==> src/rtl/vga_pkg.sv <==
// vga_pkg: shared VGA timing constants and the CPU-port state type.
package vga_pkg;
    localparam int HLINES       = 640;
    localparam int VLINES       = 480;
    localparam int HMAX         = 800;
    localparam int VMAX         = 525;
    localparam int LINE_WORDS   = 80;
    localparam int PIX_PER_WORD = 4;
    typedef enum logic {CPU_IDLE, CPU_RD_WAIT} cpu_state_e;
endpackage

==> src/rtl/vga_fb_arbiter_shifter.sv <==
// pixel_shifter: holds one fetched framebuffer word and emits it nibble by nibble, each nibble for 2 cycles.
// Ports: clk/rst_n (async active-low), load_i loads din_i and restarts the 2:1 cadence, pix_o = current nibble.
module pixel_shifter #(
    parameter int DATA_W = 16
) (
    input  logic              clk,
    input  logic              rst_n,
    input  logic              load_i,
    input  logic [DATA_W-1:0] din_i,
    output logic [3:0]        pix_o
);
    logic [DATA_W-1:0] sh_q;
    logic              tog_q;
    // tog_q marks the second cycle of a doubled pixel; the shift happens at its end.
    always_ff @(posedge clk or negedge rst_n) begin
        if (!rst_n) begin
            sh_q  <= '0;
            tog_q <= 1'b0;
        end else if (load_i) begin
            sh_q  <= din_i;
            tog_q <= 1'b0;
        end else begin
            sh_q  <= tog_q ? sh_q >> 4 : sh_q;
            tog_q <= ~tog_q;
        end
    end
    assign pix_o = sh_q[3:0];
endmodule

==> src/rtl/vga_fb_arbiter.sv <==
// vga_fb_arbiter: shares a single-port framebuffer RAM between VGA scan-out and a CPU req/ack port.
// Ports: pixel_clk/rst_n (async active-low); hcount/vcount from the timing controller;
// cpu_req/we/addr/wdata in, cpu_ack/cpu_rdata out; mem_addr/we/wdata out, mem_rdata in (1-cycle latency);
// pix_out/pix_valid palette index stream, 2 cycles behind hcount.
module vga_fb_arbiter
    import vga_pkg::*;
#(
    parameter int ADDR_W     = 15,
    parameter int DATA_W     = 16,
    parameter int LINE_WORDS = 80
) (
    input  logic              pixel_clk,
    input  logic              rst_n,
    input  logic [10:0]       hcount,
    input  logic [10:0]       vcount,
    input  logic              cpu_req,
    input  logic              cpu_we,
    input  logic [ADDR_W-1:0] cpu_addr,
    input  logic [DATA_W-1:0] cpu_wdata,
    output logic              cpu_ack,
    output logic [DATA_W-1:0] cpu_rdata,
    output logic [ADDR_W-1:0] mem_addr,
    output logic              mem_we,
    output logic [DATA_W-1:0] mem_wdata,
    input  logic [DATA_W-1:0] mem_rdata,
    output logic [3:0]        pix_out,
    output logic              pix_valid
);
    cpu_state_e        state_q, state_d;
    logic              rd_ack_q, disp_q;
    logic [1:0]        act_q;
    logic [DATA_W-1:0] rdata_q, wdata_q;
    logic              active, disp, grant, wr_go, rd_go;
    logic [ADDR_W-1:0] vline, disp_addr;

    assign active    = hcount < 11'(HLINES) && vcount < 11'(VLINES);
    // One fetch per 8-pixel group; hcount/8 < LINE_WORDS is the same test as hcount < 640.
    assign disp      = rst_n && hcount[10:3] < 8'(LINE_WORDS) && vcount < 11'(VLINES) && hcount[2:0] == 3'd0;
    assign vline     = ADDR_W'(vcount[10:1]);
    assign disp_addr = (vline << 6) + (vline << 4) + ADDR_W'(hcount[10:3]);
    // The ack cycle of a read is excluded so a still-held request is not serviced twice.
    assign grant     = rst_n && cpu_req && !disp && state_q == CPU_IDLE && !rd_ack_q;
    assign wr_go     = grant && cpu_we;
    assign rd_go     = grant && !cpu_we;
    assign mem_addr  = disp ? disp_addr : grant ? cpu_addr : '0;
    assign mem_we    = wr_go;
    assign mem_wdata = wr_go ? cpu_wdata : wdata_q;
    assign cpu_ack   = wr_go || rd_ack_q;
    assign cpu_rdata = rdata_q;
    assign pix_valid = act_q[1];
    assign state_d   = rd_go ? CPU_RD_WAIT : CPU_IDLE;

    always_ff @(posedge pixel_clk or negedge rst_n) begin
        if (!rst_n) begin
            state_q  <= CPU_IDLE;
            rd_ack_q <= 1'b0;
            rdata_q  <= '0;
            wdata_q  <= '0;
            disp_q   <= 1'b0;
            act_q    <= 2'b00;
        end else begin
            state_q  <= state_d;
            rd_ack_q <= state_q == CPU_RD_WAIT;
            rdata_q  <= state_q == CPU_RD_WAIT ? mem_rdata : rdata_q;
            wdata_q  <= mem_wdata;
            disp_q   <= disp;
            act_q    <= {act_q[0], active};
        end
    end

    // disp_q is high in phase 1, when the display word is on mem_rdata.
    pixel_shifter #(.DATA_W(DATA_W)) u_shifter (
        .clk    (pixel_clk),
        .rst_n  (rst_n),
        .load_i (disp_q),
        .din_i  (mem_rdata),
        .pix_o  (pix_out)
    );
endmodule

==> config.mk <==
export PLATFORM = sky130hd
export DESIGN_NAME = vga_fb_arbiter
export DESIGN_NICKNAME = d
export VERILOG_FILES = /design/src/rtl/vga_pkg.sv /design/src/rtl/vga_fb_arbiter_shifter.sv /design/src/rtl/vga_fb_arbiter.sv
export SDC_FILE = /design/constraint.sdc
export NUM_CORES = 1
export LEC_CHECK = 0
export CORE_AREA = 2 2 86 88
export DETAILED_ROUTE_END_ITERATION = 12
export DIE_AREA = 0 0 88 90
export HOLD_SLACK_MARGIN = 0.06
export PLACE_DENSITY = 0.83
export SYNTH_ARGS = -nofsm -noshare
export SYNTH_HDL_FRONTEND = slang
export SYNTH_HIERARCHICAL = 1
export SYNTH_SLANG_ARGS = --single-unit
==> constraint.sdc <==
create_clock -name pixel_clk -period 5.35 [get_ports pixel_clk]
set_clock_uncertainty 0.1 [all_clocks]
set_input_delay 1.605 -clock pixel_clk [delete_from_list [all_inputs] [get_ports pixel_clk]]
set_output_delay 1.605 -clock pixel_clk [all_outputs]
set_load 0.02 [all_outputs]
==> metrics.yaml <==
yosys:
  avgSynthCellArea_sq_um: 11.3
  ys_ff_latch: 54
  yosysSeqAreaShare_pct: 45.8
  synth_top_area_cell: "dfrtp_1"
  ys.warnings.count: 6
  async_flop_share_pct: 100
  synth_ff_type: "dfrtp_1"
  ys_top_cells_by_area: "dfrtp_1 (46%), mux2_2 (9.2%), ha_1 (7.2%)"
  synth_area_sq_um: 2950
  synthCells: 261
  synth_nets: 354
  synth_cell_types: 41
  synth_edf_count: 0
  netlist.area_leader.share_pct: 45.8
setup_path:
  crit_top_cell: "o21a_1"
  start_kind: "input port"
  worstSetupPathType: "input port to primary output"
  path_max_fanout: 3
  slowest_stage: "fa_1"
  cp.required_ns: 3.65
  crit_chain: "buf_6 -> fa_1 -> ha_4 -> nor2b_4 -> o31a_1 -> o21a_1 -> o21a_1 -> o31ai_2 -> buf_4"
  end_kind: "primary output"
  reg2reg_depth: 4
  crit_start: "vcount[4]"
  max_stage_delay_ns: 0.57
  r2r-start: "state_q"
  crit_arrival_ns: 3.77
die:
  coreArea_sq_um: 7020
  io_pins: 127
  core.rowCount: 31
  dieArea_sq_um: 7920
  start_util_pct: 42.1
  die_h_microns: 90
  die_w_microns: 88
detailed_routing:
  top_layer: "met4"
  post-route-drc-count: 0
  wl_mm: 7.56
  dr_wl_met2_mm: 3.88
  drt_iter0_drc: 64
  via_per_inst: 4.89
  dr.pass1.iters: 4
  vias: 2502
  ant_nets: 0
  wl_per_cell_microns: 14.8
  route.met3.wl_microns: 437
  drt-met1-wl_mm: 3.14
sta:
  maxSlewHeadroom_pct: 42.2
  rsz0062_at_grt: "true"
  drv_slew: 0
  max_clock_freq_mhz: 183
  hold_viol_final: 0
  finalCritPeriodShare_pct: 102
  setup_viol: 4
  period_needed_ns: 5.48
  tightestPinTransition_ns: 0.867
  final.setup.worst_slack_ns: -0.126
layout:
  n_antenna_cell: 0
  multi_input_area_sq_um: 1580
  drive_gt1_share_pct: 29.8
  layout.cells.most_common_list: "clkdlybuf4s50_1 (84), dfrtp_1 (54), buf_4 (35)"
  postLayoutCellArea_sq_um: 4660
  utilization_pct: 66.4
  fillers: 571
  layout.cells.most_common: "clkdlybuf4s50_1"
  nets: 505
  seq_area_sq_um: 1350
  syn_to_final_growth_pct: 58.0
cts:
  cts_tree: "done"
  clk_pin_slew_ns: 0.08
  cts_max_path_buffers: 2
  htree_levels: 2
  cts_buffers: 5
  insertion_delay_ns: 0.30
  cts_root_buf: "clkbuf_8"
  clock-sinks: 54
global_routing:
  grt_max_degree: 55
  grtUsageTotal_pct: 19.3
  overflow: 0
  grt_pass1_vias: 2669
  antenna_found_initial: 0
  grt_pass1_wl_mm: 12.4
place:
  dpl_worst_slack_ns: -0.974
  place_area_sq_um: 4450
  hpwl_mm: 5.82
  place.port_buffers: 125
  globalplace.congestion: 0.825
run_status:
  violations: "negative setup slack"
  outcome: "finished with violations"
hold_path:
  worstHoldPathCells: 0
  min_path_type: "flip-flop to flip-flop"
  hp-start: "act_q[0]"
pwr:
  p_per_area_nw_per_um2: 257
  ir_drop_v: 0.000120
  leakage_nw: 2.19
job:
  cap_viol_max_count: 0
kinds of logic (layout without fill, tap and decap cells):
family,after synthesis,count (layout),share of synthesized area (%)
AOI/OAI and AO/OA,43,43,8.98
xor gates and xnor gates,5,5,1.48
adders and majority gates,20,20,9.24
buffers and inverters,26,178,5.55
DFF,54,54,45.8
muxes,44,44,17.3
and+or+nand+nor,69,69,11.7
registers in the layout, indices dropped and copies added, names as in the netlist:
| register | flops |
|---|---|
| cpu_rdata | 16 |
| rd_ack_q | 1 |
| u_shifter/sh_q | 16 |
| disp_q | 1 |
| wdata_q | 16 |
| u_shifter/tog_q | 1 |
| state_q | 1 |
| act_q | 2 |
stage by stage:
step                TNS, ns  std cells  power [mW]  hold slack (ns)
floorplan                 0        261       0.724            0.231
global placement     -11.14        501       0.949            0.235
detailed placement   -11.71        501       0.962            0.237
CTS                  -0.163        512        1.21            0.257
global route         -0.453        512        1.26            0.270
finish               -0.191        512        1.20            0.254
worst max-delay path: cells and delay by family:
kind	cells	cell delay, ns
AO/OA/AOI/OAI	4	0.96
adder cells (fa/ha/maj)	2	0.78
buffers and inverters	2	0.29
AND/OR/NAND/NOR	1	0.12
cell usage after synthesis, types with 2 or more instances:
cell type	number
mux2_4	8
a211o_1	2
inv_1	10
nand3_1	15
o21ai_0	19
a21o_1	2
buf_6	4
a21oi_1	3
xor2_1	4
clkbuf_1	4
nor2_1	4
nand2_1	31
nor2b_1	3
dfrtp_1	54
o21a_1	5
and3_1	2
nor3_1	3
fa_1	3
o21ai_1	4
nand4_1	2
buf_4	5
ha_1	17
mux2i_1	12
nand2b_1	5
mux2_2	24
power by group:
group          internal (mW)  leakage (nW)  switching, mW  total (mW)
Clock                  0.119        0.0544          0.124       0.243
Sequential             0.466         0.681         0.0295       0.495
Combinational          0.253          1.45          0.210       0.463
path summary, 6_finish.rpt:
kind / to / slack (ns)
worst max register to register: wdata_q[13] / 3.52
worst max-delay path: mem_addr[11] / -0.13
worst min register to register: act_q[1] / 0.25
min in group asynchronous: u_shifter/sh_q[2] / 1.38
max in group asynchronous: u_shifter/sh_q[6] / 3.34
worst min-delay path: act_q[1] / 0.25
routing by layer:
| layer | vias up | track usage, % |
|---|---|---|
| met3 | 11 | 3.95 |
| li1 | 1209 | - |
| met5 | - | 0 |
| met1 | 1186 | 24.3 |
| met4 | 0 | 4.36 |
| met2 | 96 | 33.6 |
repair_timing:
action | in CTS | in global routing
endpoints found under the hold margin | 0 | 0
cloned | 0 | 0
setup endpoints to repair | 33 | 15
setup buffers | 3 | 0
pin swaps | 23 | 10
hold buffers | 0 | 0
resized for setup | 119 | 17
area by class of cell:
cell class | instances | area share [%]
Tap cell | 99 | 2.66
Sequential cell | 54 | 29.0
Clock inverter | 1 | 0.188
Inverter | 11 | 0.912
Clock buffer | 7 | 2.07
Multi-Input combinational cell | 181 | 33.8
Timing Repair Buffer | 159 | 31.4
Power figures use the tool's default switching activity.
